<file path="config.mk">
export PLATFORM = sky130hd
export DESIGN_NAME = pow_dispatch
export DESIGN_NICKNAME = d
export VERILOG_FILES = /design/src/rtl/pow_pkg.sv /design/src/rtl/pow_fifo.sv /design/src/rtl/pow_dispatch.sv
export SDC_FILE = /design/constraint.sdc
export NUM_CORES = 1
export LEC_CHECK = 0
export CORE_ASPECT_RATIO = 0.75
export CORE_UTILIZATION = 55
export CTS_CLUSTER_SIZE = 14
export DETAILED_ROUTE_END_ITERATION = 7
export GPL_TIMING_DRIVEN = 0
export PLACE_DENSITY = 0.84
export RECOVER_POWER = 25
export REMOVE_ABC_BUFFERS = 1
export SLEW_MARGIN = 5
export SYNTH_ARGS = -nofsm -noshare
export SYNTH_HDL_FRONTEND = slang
export SYNTH_SLANG_ARGS = --single-unit
export TNS_END_PERCENT = 100
</file>
<file path="constraint.sdc">
create_clock -name clk -period 4.76 [get_ports clk]
set_clock_uncertainty 0.1 [all_clocks]
set_input_delay 0.714 -clock clk [delete_from_list [all_inputs] [get_ports clk]]
set_output_delay 0.714 -clock clk [all_outputs]
set_load 0.01 [all_outputs]
</file>
<file path="src/rtl/pow_pkg.sv">
// Shared types for the power-engine dispatcher: widths, FSM states and the job record.
package pow_pkg;

    localparam int DATA_W = 16;
    localparam int EXP_W  = 8;

    typedef enum logic [1:0] {IDLE, ISSUE, WAIT, HOLD} pow_state_t;

    typedef struct packed {
        logic [DATA_W-1:0] x;
        logic [EXP_W-1:0]  n;
    } pow_job_t;

    // Jobs with n==0 or n==1 have a trivial answer that needs no engine.
    function automatic logic is_trivial(input pow_job_t j);
        return (j.n[EXP_W-1:1] == '0);
    endfunction

    function automatic logic [DATA_W-1:0] trivial_result(input pow_job_t j);
        return j.n[0] ? j.x : DATA_W'(1);
    endfunction

endpackage

</file>
<file path="src/rtl/pow_fifo.sv">
// Request FIFO for pow_dispatch: DEPTH entries of pow_job_t, DEPTH a power of two >= 2.
module pow_fifo
    import pow_pkg::*;
#(
    parameter int DEPTH = 4
) (
    input  logic     clk,
    input  logic     rst,
    input  logic     push,
    input  pow_job_t wdata,
    input  logic     pop,
    output pow_job_t rdata,
    output logic     empty,
    output logic     not_full
);

    localparam int AW = $clog2(DEPTH);
    localparam int CW = AW + 1;

    pow_job_t        mem_q [DEPTH];
    pow_job_t        mem_d [DEPTH];
    logic [AW-1:0]   wr_ptr_q, wr_ptr_d;
    logic [AW-1:0]   rd_ptr_q, rd_ptr_d;
    logic [CW-1:0]   count_q, count_d;
    logic            not_full_q, not_full_d;
    logic            do_push, do_pop;

    assign do_push  = push && not_full_q;
    assign do_pop   = pop && (count_q != '0);
    assign rdata    = mem_q[rd_ptr_q];
    assign empty    = (count_q == '0);
    assign not_full = not_full_q;

    // Pointers wrap for free because DEPTH is a power of two.
    always_comb begin
        mem_d      = mem_q;
        wr_ptr_d   = wr_ptr_q;
        rd_ptr_d   = rd_ptr_q;
        count_d    = count_q;
        if (do_push) begin
            mem_d[wr_ptr_q] = wdata;
            wr_ptr_d        = wr_ptr_q + AW'(1);
        end
        if (do_pop) begin
            rd_ptr_d = rd_ptr_q + AW'(1);
        end
        case ({do_push, do_pop})
            2'b10:   count_d = count_q + CW'(1);
            2'b01:   count_d = count_q - CW'(1);
            default: count_d = count_q;
        endcase
        not_full_d = (count_d != CW'(DEPTH));
    end

    always_ff @(posedge clk) begin
        if (rst) begin
            wr_ptr_q   <= '0;
            rd_ptr_q   <= '0;
            count_q    <= '0;
            not_full_q <= 1'b1;
        end else begin
            wr_ptr_q   <= wr_ptr_d;
            rd_ptr_q   <= rd_ptr_d;
            count_q    <= count_d;
            not_full_q <= not_full_d;
        end
    end

    // Storage is not reset; count_q alone decides what is valid.
    always_ff @(posedge clk) begin
        mem_q <= mem_d;
    end

endmodule

</file>
<file path="src/rtl/pow_dispatch.sv">
// Queues x^n jobs and feeds them one at a time to an external power engine.
// Optional macro POW_DISPATCH_SHORTCUT_EN answers n==0 / n==1 locally without the engine.
module pow_dispatch
    import pow_pkg::*;
#(
    parameter int DEPTH = 4
) (
    input  logic              clk,
    input  logic              rst,
    input  logic              in_valid,
    output logic              in_ready,
    input  logic [DATA_W-1:0] in_x,
    input  logic [EXP_W-1:0]  in_n,
    output logic              start,
    output logic [DATA_W-1:0] eng_x,
    output logic [EXP_W-1:0]  eng_n,
    input  logic              eng_ready,
    input  logic [DATA_W-1:0] eng_out,
    output logic              res_valid,
    input  logic              res_ready,
    output logic [DATA_W-1:0] res_data,
    output logic [EXP_W-1:0]  res_n
);

    pow_state_t        state_q, state_d;
    pow_job_t          job_q, job_d;
    logic [DATA_W-1:0] res_data_q, res_data_d;
    pow_job_t          head;
    pow_job_t          in_job;
    logic              fifo_empty;
    logic              fifo_not_full;
    logic              pop;

    assign in_job = '{x: in_x, n: in_n};

    pow_fifo #(.DEPTH(DEPTH)) u_fifo (
        .clk      (clk),
        .rst      (rst),
        .push     (in_valid),
        .wdata    (in_job),
        .pop      (pop),
        .rdata    (head),
        .empty    (fifo_empty),
        .not_full (fifo_not_full)
    );

    always_comb begin
        state_d    = state_q;
        job_d      = job_q;
        res_data_d = res_data_q;
        pop        = 1'b0;
        case (state_q)
            IDLE: begin
                if (!fifo_empty) begin
`ifdef POW_DISPATCH_SHORTCUT_EN
                    if (is_trivial(head)) begin
                        pop        = 1'b1;
                        job_d      = head;
                        res_data_d = trivial_result(head);
                        state_d    = HOLD;
                    end else
`endif
                    if (eng_ready) begin
                        pop     = 1'b1;
                        job_d   = head;
                        state_d = ISSUE;
                    end
                end
            end
            ISSUE: state_d = WAIT;
            // Capture on any ready seen in WAIT, even the cycle right after ISSUE.
            WAIT: begin
                if (eng_ready) begin
                    res_data_d = eng_out;
                    state_d    = HOLD;
                end
            end
            HOLD: begin
                if (res_ready) state_d = IDLE;
            end
            default: state_d = IDLE;
        endcase
    end

    always_ff @(posedge clk) begin
        if (rst) begin
            state_q    <= IDLE;
            job_q      <= '0;
            res_data_q <= '0;
        end else begin
            state_q    <= state_d;
            job_q      <= job_d;
            res_data_q <= res_data_d;
        end
    end

    // job_q only changes on a pop from IDLE, so engine operands and res_n stay put until HOLD ends.
    assign in_ready  = fifo_not_full;
    assign start     = (state_q == ISSUE);
    assign eng_x     = job_q.x;
    assign eng_n     = job_q.n;
    assign res_valid = (state_q == HOLD);
    assign res_data  = res_data_q;
    assign res_n     = job_q.n;

endmodule

</file>
**Word level (Yosys, flattened, before mapping)**

Index checks and enable logic that the tools add are counted.

- Bits in registers: 146

- Multiplexer cells: 15
- $lt $le $gt $ge: 3
- Reduce and logical (&&, ||, !) cells: 9
- Eq/ne operators: 10
- Bitwise gates (word level): 3
- Add/sub/neg operators: 4

Operator list:

| operator | count |
|---|---|
| bitwise mux 96 bit | 1 |
| two-way mux 24 bit | 3 |
| binary-select mux 24 bit (select 2 bit) | 1 |
| demux 24 bit (select 2 bit) | 1 |
| two-way mux 2 bit | 4 |
| one-hot mux 2 bit (4 select lines) | 1 |
| equality test 2 bit (second input constant) | 3 |
| >= comparator 3 bit (second input constant) | 2 |
| != test 2 bit (second input constant) | 3 |
| inverter 2 -> 3 bit | 2 |
| one-hot mux 3 bit (2 select lines) | 1 |
| adder 2 x 1 -> 2 bit (second input constant) | 2 |
| equality test 2 x 1 -> 1 bit (second input constant) | 2 |
| AND reduction 4 bit | 1 |
| adder 3 x 1 -> 3 bit (second input constant) | 1 |
| logical AND 1 bit | 3 |
| logical NOT 3 bit | 1 |
| less-than comparator 3 x 1 -> 1 bit (second input constant) | 1 |
| two-way mux 1 bit | 3 |
| != test 3 bit (second input constant) | 1 |
| AND reduction 3 bit | 1 |
| nonzero test 3 bit | 1 |
| subtractor 3 x 1 -> 3 bit (second input constant) | 1 |
| logical NOT 2 bit | 1 |
| 3 further kinds | 3 |

**Longest topological paths before layout**

Gate-level depths: netlist of the first run.

- Depth in word-level cells: 7
- Depth in mapped cells: 9
- Mapped depth without buffers: 9

**Modules after synthesis**

A second synthesis of the first run with hierarchy kept.

- Cells, all modules: 380
- Area, all modules: 5557.8 um2

By module, submodules not included:

| module | times used | seq. area each (um2) | area an instance (um2) | cells an instance |
|---|---|---|---|---|
| pow_fifo | 1 | 3042.9 | 3945.0 | 176 |
| pow_dispatch | 1 | 840.8 | 1612.8 | 204 |

**Worst setup path before layout of the first run**

OpenSTA, ideal clock, no wires.

- Path type: input to register
- Start point: input eng_ready
- End point: register u_fifo.not_full_q (netlist: u_fifo.not_full)
- Required time: 4.538 ns
- Arrival: 2.286 ns
- Stages on the path: 7
- Setup slack: 2.252 ns
- Buffers on the path: 0
- Cell sequence: o311a_4 > ha_1 > inv_1 > fa_1 > xor2_1 > or3_1 > a221o_1

- Longest elaborated chain between the ends: 7
- Elaborated cells on any way between the ends: 8
- Classes of those cells: 3 x eq/ne; 4 x mux; 1 x reduce/logical

RTL lines:

| item | line | text |
|---|---|---|
| start: declaration | pow_dispatch.sv:17 | `input logic eng_ready,` |
| two-way mux 1 bit * | pow_dispatch.sv:63 | `if (eng_ready) begin` |
| two-way mux 1 bit * | pow_dispatch.sv:54 | `if (!fifo_empty) begin` |
| two-way mux 1 bit * | pow_dispatch.sv:52 | `case (state_q)` |
| logical AND 1 bit * | pow_fifo.sv:29 | `assign do_pop = pop && (count_q != '0);` |
| equality test 2 x 1 -> 1 bit / equality test 2 bit (equally long branches) | pow_fifo.sv:47 | `case ({do_push, do_pop})` |
| one-hot mux 3 bit (2 select lines) * | pow_fifo.sv:47 |  |
| != test 3 bit * | pow_fifo.sv:52 | `not_full_d = (count_d != CW'(DEPTH));` |
| end signal: assignment | pow_fifo.sv:65 | `not_full_q <= not_full_d;` |
| end: declaration | pow_fifo.sv:25 | `logic not_full_q, not_full_d;` |

Mark *: on every way between the ends. The rest lies on a longest branch, timed or not.
A chain may end at the register's enable or synchronous reset.

==> results of run 1 <==
-- per-layer routing --
metal,track usage,wire (um),vias to the layer above
met5,0,0,-
met4,0.121,256,0
met3,0.0514,438,18
met2,0.371,5210,82
met1,0.265,4230,1531
li1,-,-,1431
-- path summary, 6_finish.rpt --
check                      startpoint                    endpoint  slack (ps)  cells past startpoint
max                               rst      eng_x[14]$_SDFFE_PP0N_        1900                      4
min reg2reg  res_data[8]$_SDFFE_PP0P_    res_data[8]$_SDFFE_PP0P_         350                      2
min          res_data[8]$_SDFFE_PP0P_    res_data[8]$_SDFFE_PP0P_         350                      2
max reg2reg   state_q[0]$_SDFFE_PP0P_  u_fifo.not_full$_SDFF_PP1_        2160                      9
-- flip-flops by register name, summed over array words and instances, names as in the netlist --
register,cells
eng_n,8
u_fifo.rd_ptr_q,2
res_data,16
u_fifo.not_full,1
u_fifo.mem_q,96
eng_x,16
state_q,2
u_fifo.count_q,3
u_fifo.wr_ptr_q,2
-- cells in the final DEF, fill, tap and decap left out, types with 7 or more instances in the layout --
cell type	n
a21oi_1	21
a22o_1	24
clkbuf_16	17
clkdlybuf4s50_1	76
dfxtp_1	49
dlygate4sd3_1	19
edfxtp_1	96
ha_1	10
inv_1	8
mux4_2	22
nand2_1	36
nor2_1	7
-- report_power, final --
part | internal [mW] | switching (mW)
logic | 0.458 | 0.351
registers | 1.52 | 0.124
clock network | 0.882 | 0.473
-- kinds of logic (layout without fill, tap and decap cells) --
| logic type | after synthesis | in the layout | synth area share |
|---|---|---|---|
| compound gates | 53 | 53 | 0.0725 |
| fa+ha+maj | 11 | 11 | 0.0266 |
| xor+xnor | 4 | 4 | 0.00642 |
| mux | 24 | 24 | 0.100 |
| buf+inv | 33 | 136 | 0.0349 |
| flops | 146 | 146 | 0.712 |
| simple gates | 58 | 58 | 0.0473 |
-- worst max-delay path: stages --
cell,delay (ps)
clkdlybuf4s50_1,930
inv_1,300
and2_1,870
a22o_1,280
-- final cells by class --
class | count | area share
clock inverters | 12 | 0.0231
inverters | 8 | 0.00426
clock buffers | 20 | 0.0634
flip-flops and latches | 146 | 0.551
repair buffers | 96 | 0.139
multi-input cells | 150 | 0.196
well taps | 132 | 0.0234
-- metrics by stage --
step | worst slack [ps] | std cells
6_report | 1900 | 564
5_1_grt | 1740 | 564
4_1_cts | 1870 | 564
3_5_place_dp | 1460 | 532
3_3_place_gp | 1530 | 531
2_1_floorplan | 2250 | 304
==> summary.txt, run 1 <==
Clock tree
  • Clock transition at path regs: approximately 60 ps
  • Max clock buf depth: 2
  • TritonCTS clock tree: yes
  • Root buf cell: clkbuf_16
  • Post-CTS Resized: 0
  • Postcts setup bufs: 0
  • H-tree Lvls: 4
  • Hold buffers post-CTS: 0
  • Clk_lat worst skew: between 400 and 500 ps
  • Clock Sinks: approximately 150
  • Cts bufs inserted: 17

Synthesis
  • Mean post-synth cell area: ~17 um^2
  • Yosys reg bits: between 100 and 150
  • Yosys cell types: 36
  • Synth Cell Area: around 0.0055 mm^2
  • Most common cell in the synthesized netlist: edfxtp_1
  • Post-Syn Instances: between 300 and 400
  • Top cells by instance count after synthesis: edfxtp_1, dfxtp_1, nand2_1
  • Synth area leader: edfxtp_1
  • Area contributors post-synth: edfxtp_1, dfxtp_1, mux4_2, a22o_1, nand2_1
  • Ys flop type: edfxtp_1
  • Synth Warn #: 0
  • Synth top area share: 0.528
  • Post-synth ARST share: 0
  • Post-synthesis sequential area ratio: 0.712
  • Post-synth EDFFs: 96

Floorplanning
  • DIE AREA: roughly 0.010 mm^2
  • Die extent in y: between 80 and 90 um
  • Io pins: 96
  • Core Region: approximately 0.0097 mm^2
  • Die width: between 100 and 150 um
  • Row cnt: 31
  • Initial core utilization: 0.565

Timing
  • Slew headroom: 0.131
  • Hold Violations, Final: 0
  • Final hold slack: between 300 and 400 ps
  • Total negative slack for setup checks: 0 ps
  • Final Slew Violations: 0
  • Final setup viols: 0
  • Fin crit period: between 2000 and 3000 ps
  • Worst Tran Pin Value: around 1300 ps
  • RSZ-0062 raised after global routing: no
  • Tcrit/Tclk final: 0.601
  • Fmax: roughly 350 MHz

Placed design
  • Port bufs: between 90 and 100
  • Gpl congestion: a little under 0.7
  • Post-DP Area: approximately 0.0064 mm^2
  • Dpl hpwl: about 6.2 mm

Final layout
  • Diodes inserted: 0
  • Area Growth Syn to Fin: 29.2%
  • # fillers: a little under 600
  • Footprint of the multi-input gates: 0.00138 mm^2
  • Reg area: 0.00388 mm^2
  • Design area: 0.00705 mm^2
  • Fin util: 0.730
  • Share of layout cells above drive strength 1: 0.127
  • NumNets Final: roughly 480

Critical path
  • Required time worst endpoint: between 5000 and 6000 ps
  • Setup crit end kind: register
  • Worst Setup Path Type: in2reg
  • CP Data Arrival Time: 3110 ps
  • Crit path max fanout: 28
  • CP Launch Type: input pin

Flow run
  • Max-cap violations: 0

Pwr
  • PwrDens: around 540 mW/mm^2
  • Overall Power: between 3 and 4 mW
  • Pleak: about 2.4 nW
  • Max VDD drop: roughly 420 uV

Detailed routing
  • Via-to-Cell Ratio: between 5 and 6
  • Initial drt markers: ~140
  • Vias: 3062
  • First-pass DRT Iterations: 7
  • WL/cell: 18.0 um
  • Total Wirelength: slightly above 10 mm
  • Antenna-violating nets left: 0
  • DRC Markers: 2

Global routing
  • Vias in the first global route: between 3000 and 4000
  • Grt total ovfl: 0
  • First-pass GRT wire length: roughly 16 mm
  • Largest net degree at the start of global routing: 29
  • Initial antenna violation count: 0
  • Gr usage total: 0.219

Status
  • Outcome: finished, violations left
  • Failing checks: DRC

Hold path
  • Worst Hold Class: reg2reg
Note: power is estimated with default switching activity, not from simulation.
==> inputs of run 2 (changes only) <==
Settings changed: CORE_UTILIZATION 55 to 47, PLACE_DENSITY 0.84 to 0.76.
Clock period 4.76 ns to 2.33 ns, I/O delays scaled along.
==> summary.txt, run 2 (same netlist as run 1, synthesis figures left out) <==
Flow run
  • Max-cap violations: 0 (unchanged)

Critical path
  • R2R depth: 9 (unchanged)
  • Crit path max fanout: 4 (was 28)
  • Worst-path cell chain: inv_4, ha_4, o311a_4, ha_4, inv_1, fa_2, xor2_1, or3_1, a221o_1 (was clkdlybuf4s50_1, inv_1, and2_1, a22o_1)
  • Crit path buffers/inverters: 2 (unchanged)
  • Critical Path Stages: 9 (was 4)
  • Worst Setup Path Type: reg2reg (was in2reg)
  • Setup crit end kind: register (unchanged)
  • CP Launch Type: register (was input pin)
  • Largest delay share family, worst path: adder cells (was buffers and inverters)
  • Required time worst endpoint: 2520 ps (was 5010 ps)
  • Cell mode on critical path: ha_4
  • Slowest cell delay on critical path: 360 ps (was 930 ps)
  • Setup slack, reg-to-reg: 30 ps (was 2160 ps)
  • CP Data Arrival Time: 2490 ps (was 3110 ps)
  • Slowest-stage cell, CP: dfxtp_4 (was clkdlybuf4s50_1)

Floorplanning
  • Die width: 126 um (was 117 um)
  • Row cnt: 33 (was 31)
  • DIE AREA: 0.0120 mm^2 (was 0.0103 mm^2)
  • Core Region: 0.0111 mm^2 (was 0.00966 mm^2)
  • Die extent in y: 95.3 um (was 88.3 um)
  • Io pins: 96 (unchanged)
  • Initial core utilization: 0.491 (was 0.565)

Timing
  • Hold Violations, Final: 0 (unchanged)
  • Total negative slack for setup checks: 0 ps (unchanged)
  • Slew headroom: 0.132 (was 0.131)
  • Worst Tran Pin Value: 1300 ps (about the same)
  • Final Slew Violations: 0 (unchanged)
  • Fin crit period: 2300 ps
  • Tcrit/Tclk final: 0.989
  • Fmax: between 400 and 500 MHz
  • Final setup viols: 0 (unchanged)
  • RSZ-0062 raised after global routing: yes (was no)

Pwr
  • Pleak: 2.39 nW (about the same)
  • PwrDens: 1090 mW/mm^2 (was 540 mW/mm^2)
  • Max VDD drop: 693 uV (was 421 uV)

Detailed routing
  • First-pass DRT Iterations: 4 (was 7)
  • Vias: 3043 (was 3062)
  • Antenna-violating nets left: 0 (unchanged)
  • Met2 routed WL: 5.19 mm (was 5.21 mm)
  • Via-to-Cell Ratio: 5.31 (was 5.43)
  • WL/cell: 18.0 um (about the same)
  • Initial drt markers: 209 (was 135)
  • Metal-1 WL: 4.56 mm (was 4.23 mm)
  • Uppermost layer routed: met4 (unchanged)
  • Total Wirelength: 10.3 mm (was 10.1 mm)
  • Met3 WL: 500 um (was 438 um)
  • DRC Markers: 0 (was 2)

Placed design
  • Dpl cells: 540 (was 532)
  • Post-DP Area: 0.00645 mm^2 (was 0.00644 mm^2)
  • Gpl congestion: 0.751 (was 0.694)
  • Dpl hpwl: 6.33 mm (was 6.25 mm)
  • Port bufs: 95 (unchanged)

Global routing
  • Initial antenna violation count: 0 (unchanged)
  • Grt total ovfl: 0 (unchanged)
  • Largest net degree at the start of global routing: 29 (unchanged)
  • Vias in the first global route: 3096 (was 3223)
  • First-pass GRT wire length: 16.5 mm (was 16.0 mm)
  • Gr usage total: 0.189 (was 0.219)

Clock tree
  • Clk_lat worst skew: 410 ps (about the same)
  • Clock Sinks: 146 (unchanged)
  • Clock transition at path regs: 50 ps (was 60 ps)
  • Max clock buf depth: 2 (unchanged)
  • TritonCTS clock tree: yes (unchanged)
  • Cts bufs inserted: 17 (unchanged)
  • Hold buffers post-CTS: 0 (unchanged)
  • Root buf cell: clkbuf_16 (unchanged)
  • H-tree Lvls: 4 (unchanged)

Final layout
  • Most frequent cells in the layout: edfxtp_1, clkdlybuf4s50_1, dfxtp_1, nand2_1, a22o_1 (unchanged)
  • Largest register FFs: 96 (unchanged)
  • Most common cell after layout, fill and taps aside: edfxtp_1 (unchanged)
  • Post-Layout Cell Count: 573 (was 564)
  • Design area: 0.00710 mm^2 (was 0.00705 mm^2)
  • Share of layout cells above drive strength 1: 0.155 (was 0.127)
  • Diodes inserted: 0 (unchanged)
  • Area Growth Syn to Fin: 30.2% (was 29.2%)
  • NumNets Final: 477 (was 475)
  • Top reg by flops: u_fifo.mem_q (unchanged)

Hold path
  • Worst Hold Class: reg2reg (unchanged)
  • Worst hold stages: 2 (unchanged)

Status
  • Outcome: complete, no violations (was finished, violations left)
run 2: changes by cell type in the layout (fill, tap and decap cells not counted), sizes merged:
cell / delta
clkdlybuf4s50: -1
buf: +2
clkinv: -1
bufinv: -1
clkinvlp: +2
clkbuf: -1
dlymetal6s2s: +1
run 2: worst min-delay path, cell delays in order, from the launching register on:
cell	delay (ps)
dfxtp_1	310
nand2_1	50
a21oi_1	50
run 2: path summary, 6_finish.rpt:
kind,from,endpoint
worst max-delay path,state_q[0]$_SDFFE_PP0P_,u_fifo.not_full$_SDFF_PP1_
worst min-delay path,res_data[6]$_SDFFE_PP0P_,res_data[6]$_SDFFE_PP0P_
worst max register to register,state_q[0]$_SDFFE_PP0P_,u_fifo.not_full$_SDFF_PP1_
worst min register to register,res_data[6]$_SDFFE_PP0P_,res_data[6]$_SDFFE_PP0P_
run 2: cell type report:
cell class              count  area, um^2
fillers                   794        4010
clock inverters            12         140
inverters                   8        35.0
multi-input cells         150        1420
repair buffers             98         996
flip-flops and latches    146        3890
well taps                 140         175
clock buffers              19         443
run 2: report_power, final:
group          total (mW)  internal [mW]  switching, mW  leakage (nW)
clock network        2.67           1.69          0.981         0.271
registers            3.36           3.11          0.254          1.29
logic                1.71          0.988          0.725         0.831
total                7.74           5.78           1.96          2.39
run 2: metal layers:
layer / GRT usage / vias up
li1: - / 1435
met4: 0.0753 / 0
met2: 0.319 / 81
met5: 0 / -
met3: 0.0477 / 4
met1: 0.238 / 1523
run 2: repair_timing:
item | 4_1_cts | 5_1_grt
pin swaps | 1 | 3
buffers inserted | 1 | 1
gates resized for setup | 9 | 7
setup endpoints to repair | 26 | 25
run 2: through the flow:
step           power [mW]  utilization  setup WS, ps  hold WS [ps]
2_1_floorplan        4.30            -         -67.8           319
6_report             7.74        0.639          26.1           355
3_3_place_gp         4.98        0.578          -599           342
4_1_cts              7.79        0.636         -44.9           355
5_1_grt              8.08        0.639         -42.0           371
3_5_place_dp         5.08        0.581          -612           347
==> inputs of run 3 (changes only) <==
Settings changed: MAX_ROUTING_LAYER from default to met4.
==> summary.txt, run 3 (same netlist as run 1, synthesis figures left out) <==
Critical path
  • Setup crit end kind: register (unchanged)
  • Required time worst endpoint: 2520 ps (about the same)
  • Reg2reg start: state_q[0]$_SDFFE_PP0P_ (unchanged)
  • R2r endpoint: u_fifo.not_full$_SDFF_PP1_ (unchanged)
  • Setup crit start: state_q[0]$_SDFFE_PP0P_ (unchanged)
  • Crit path max fanout: 4 (unchanged)
  • R2R depth: 9 (unchanged)
  • Setup slack, reg-to-reg: 30 ps (about the same)
  • Crit path to: u_fifo.not_full$_SDFF_PP1_ (unchanged)
  • CP Data Arrival Time: 2490 ps (about the same)
  • CP Launch Type: register (unchanged)
  • Worst Setup Path Type: reg2reg (unchanged)

Pwr
  • Clock power share: 0.345 (about the same)
  • Switching Fraction: 0.254 (was 0.253)
  • Seq pwr share: 0.434 (about the same)
  • Internal power: 5.78 mW (about the same)
  • PwrDens: 1090 mW/mm^2 (about the same)
  • Pleak: 2.39 nW (unchanged)
  • Combinational Power Share: 0.221 (about the same)
  • Switch Pwr: 1.97 mW (was 1.96 mW)
  • Max VDD drop: 697 uV (was 693 uV)

Detailed routing
  • Initial drt markers: 214 (was 209)
  • Via-to-Cell Ratio: 5.38 (was 5.31)
  • Total Wirelength: 10.3 mm (about the same)
  • Vias: 3085 (was 3043)
  • WL/cell: 18.0 um (about the same)
  • Antenna-violating nets left: 0 (unchanged)
  • First-pass DRT Iterations: 4 (unchanged)
  • DRC Markers: 0 (unchanged)

Placed design
  • Gpl congestion: 0.761 (was 0.751)
  • Post-DP Area: 0.00645 mm^2 (unchanged)
  • Dpl hpwl: 6.33 mm (unchanged)
  • Port bufs: 95 (unchanged)

Global routing
  • Vias in the first global route: 3109 (was 3096)
  • Initial antenna violation count: 0 (unchanged)
  • Gr usage total: 0.195 (was 0.189)
  • Grt total ovfl: 0 (unchanged)
  • First-pass GRT wire length: 16.4 mm (was 16.5 mm)
  • Largest net degree at the start of global routing: 29 (unchanged)

Timing
  • Final setup viols: 0 (unchanged)
  • RSZ-0062 raised after global routing: yes (unchanged)
  • Hold Violations, Final: 0 (unchanged)
  • Slew headroom: 0.130 (was 0.132)
  • Fin crit period: 2300 ps (about the same)
  • Final Slew Violations: 0 (unchanged)
  • Tcrit/Tclk final: 0.989 (about the same)
  • Fmax: 434 MHz (about the same)
  • Worst Tran Pin Value: 1300 ps (about the same)

Final layout
  • Largest register FFs: 96 (unchanged)
  • Most common cell after layout, fill and taps aside: edfxtp_1 (unchanged)
  • NumNets Final: 477 (unchanged)
  • Area Growth Syn to Fin: 30.2% (unchanged)
  • Diodes inserted: 0 (unchanged)
  • Fin util: 0.639 (unchanged)
  • Top reg by flops: u_fifo.mem_q (unchanged)
  • Share of layout cells above drive strength 1: 0.155 (unchanged)
  • Most frequent cells in the layout: edfxtp_1, clkdlybuf4s50_1, dfxtp_1, nand2_1, a22o_1 (unchanged)
  • Design area: 0.00710 mm^2 (unchanged)

Clock tree
  • Clock Sinks: 146 (unchanged)
  • Max clock buf depth: 2 (unchanged)
  • H-tree Lvls: 4 (unchanged)
  • TritonCTS clock tree: yes (unchanged)
  • Clock transition at path regs: 60 ps (was 50 ps)
  • Root buf cell: clkbuf_16 (unchanged)
  • Clk_lat worst skew: 410 ps (about the same)
  • Hold buffers post-CTS: 0 (unchanged)
  • Cts bufs inserted: 17 (unchanged)

Flow run
  • Max-cap violations: 0 (unchanged)

Floorplanning
  • DIE AREA: 0.0120 mm^2 (unchanged)
  • Core Region: 0.0111 mm^2 (unchanged)
  • Initial core utilization: 0.491 (unchanged)
  • Die extent in y: 95.3 um (unchanged)
  • Row cnt: 33 (unchanged)
  • Io pins: 96 (unchanged)
  • Die width: 126 um (unchanged)

Status
  • Outcome: complete, no violations (unchanged)

Hold path
  • Worst Hold Class: reg2reg (unchanged)
==> run 3: cell counts in the layout (fill, tap and decap cells not counted) <==
No cell type changed its count.
==> run 3: how the worst min path moves through the flow <==
| stage | startpoint | to | slack [ps] | cells past startpoint |
|---|---|---|---|---|
| 2_1_floorplan | rst | res_data[0]$_SDFFE_PP0P_ | 320 | 1 |
| 3_3_place_gp | res_data[1]$_SDFFE_PP0P_ | res_data[1]$_SDFFE_PP0P_ | 340 | 2 |
| 3_5_place_dp | res_data[10]$_SDFFE_PP0P_ | res_data[10]$_SDFFE_PP0P_ | 350 | 2 |
| 4_1_cts | res_data[10]$_SDFFE_PP0P_ | res_data[10]$_SDFFE_PP0P_ | 350 | 2 |
| 5_1_grt | res_data[11]$_SDFFE_PP0P_ | res_data[11]$_SDFFE_PP0P_ | 370 | 2 |
| 6_report | res_data[6]$_SDFFE_PP0P_ | res_data[6]$_SDFFE_PP0P_ | 350 | 2 |
==> run 3: cell type report <==
class / instances / area (um^2)
clock buffers: 19 / 443
clock inverters: 12 / 140
fillers: 794 / 4010
inverters: 8 / 35.0
multi-input cells: 150 / 1420
flip-flops and latches: 146 / 3890
well taps: 140 / 175
repair buffers: 98 / 996
==> run 3: power by group through the flow <==
stage          combinational, mW  sequential, mW  clock (mW)
2_1_floorplan              0.829            3.47           0
3_3_place_gp                1.52            3.45           0
3_5_place_dp                1.67            3.41           0
4_1_cts                     1.71            3.37        2.71
5_1_grt                     1.85            3.41        2.82
6_report                    1.71            3.36        2.67
==> run 3: per-layer routing <==
layer  routed length, um  part of all wire  track usage  vias up
li1                    -                 -            -     1434
met1                4670              0.45        0.236     1565
met2                5190              0.50        0.320       79
met3                 365             0.035       0.0466        7
met4                  91            0.0088       0.0753        0
met5                   0                 0            -        -
==> run 3: critical path: stages (launching register included) <==
cell,delay (ps)
dfxtp_4,360
inv_4,70
ha_4,150
o311a_4,200
ha_4,130
inv_1,50
fa_2,330
xor2_1,160
or3_1,360
a221o_1,290
==> run 3: repair_timing <==
item,4_1_cts,5_1_grt
pin swaps,1,3
endpoints found under the setup margin,26,25
hold endpoints to repair,0,0
setup buffers,1,1
gates resized for setup,9,7
==> run 3: through the flow <==
step	total power, mW	worst slack (ps)	instances	setup TNS (ps)	hold slack (ps)
finish	7.75	26.1	573	0	354
CTS	7.79	-44.9	572	-44.9	355
floorplan	4.30	-67.8	304	-67.8	319
global route	8.08	-42.0	573	-42.0	371
detailed placement	5.08	-612	540	-33860	347
global placement	4.98	-599	539	-29180	342
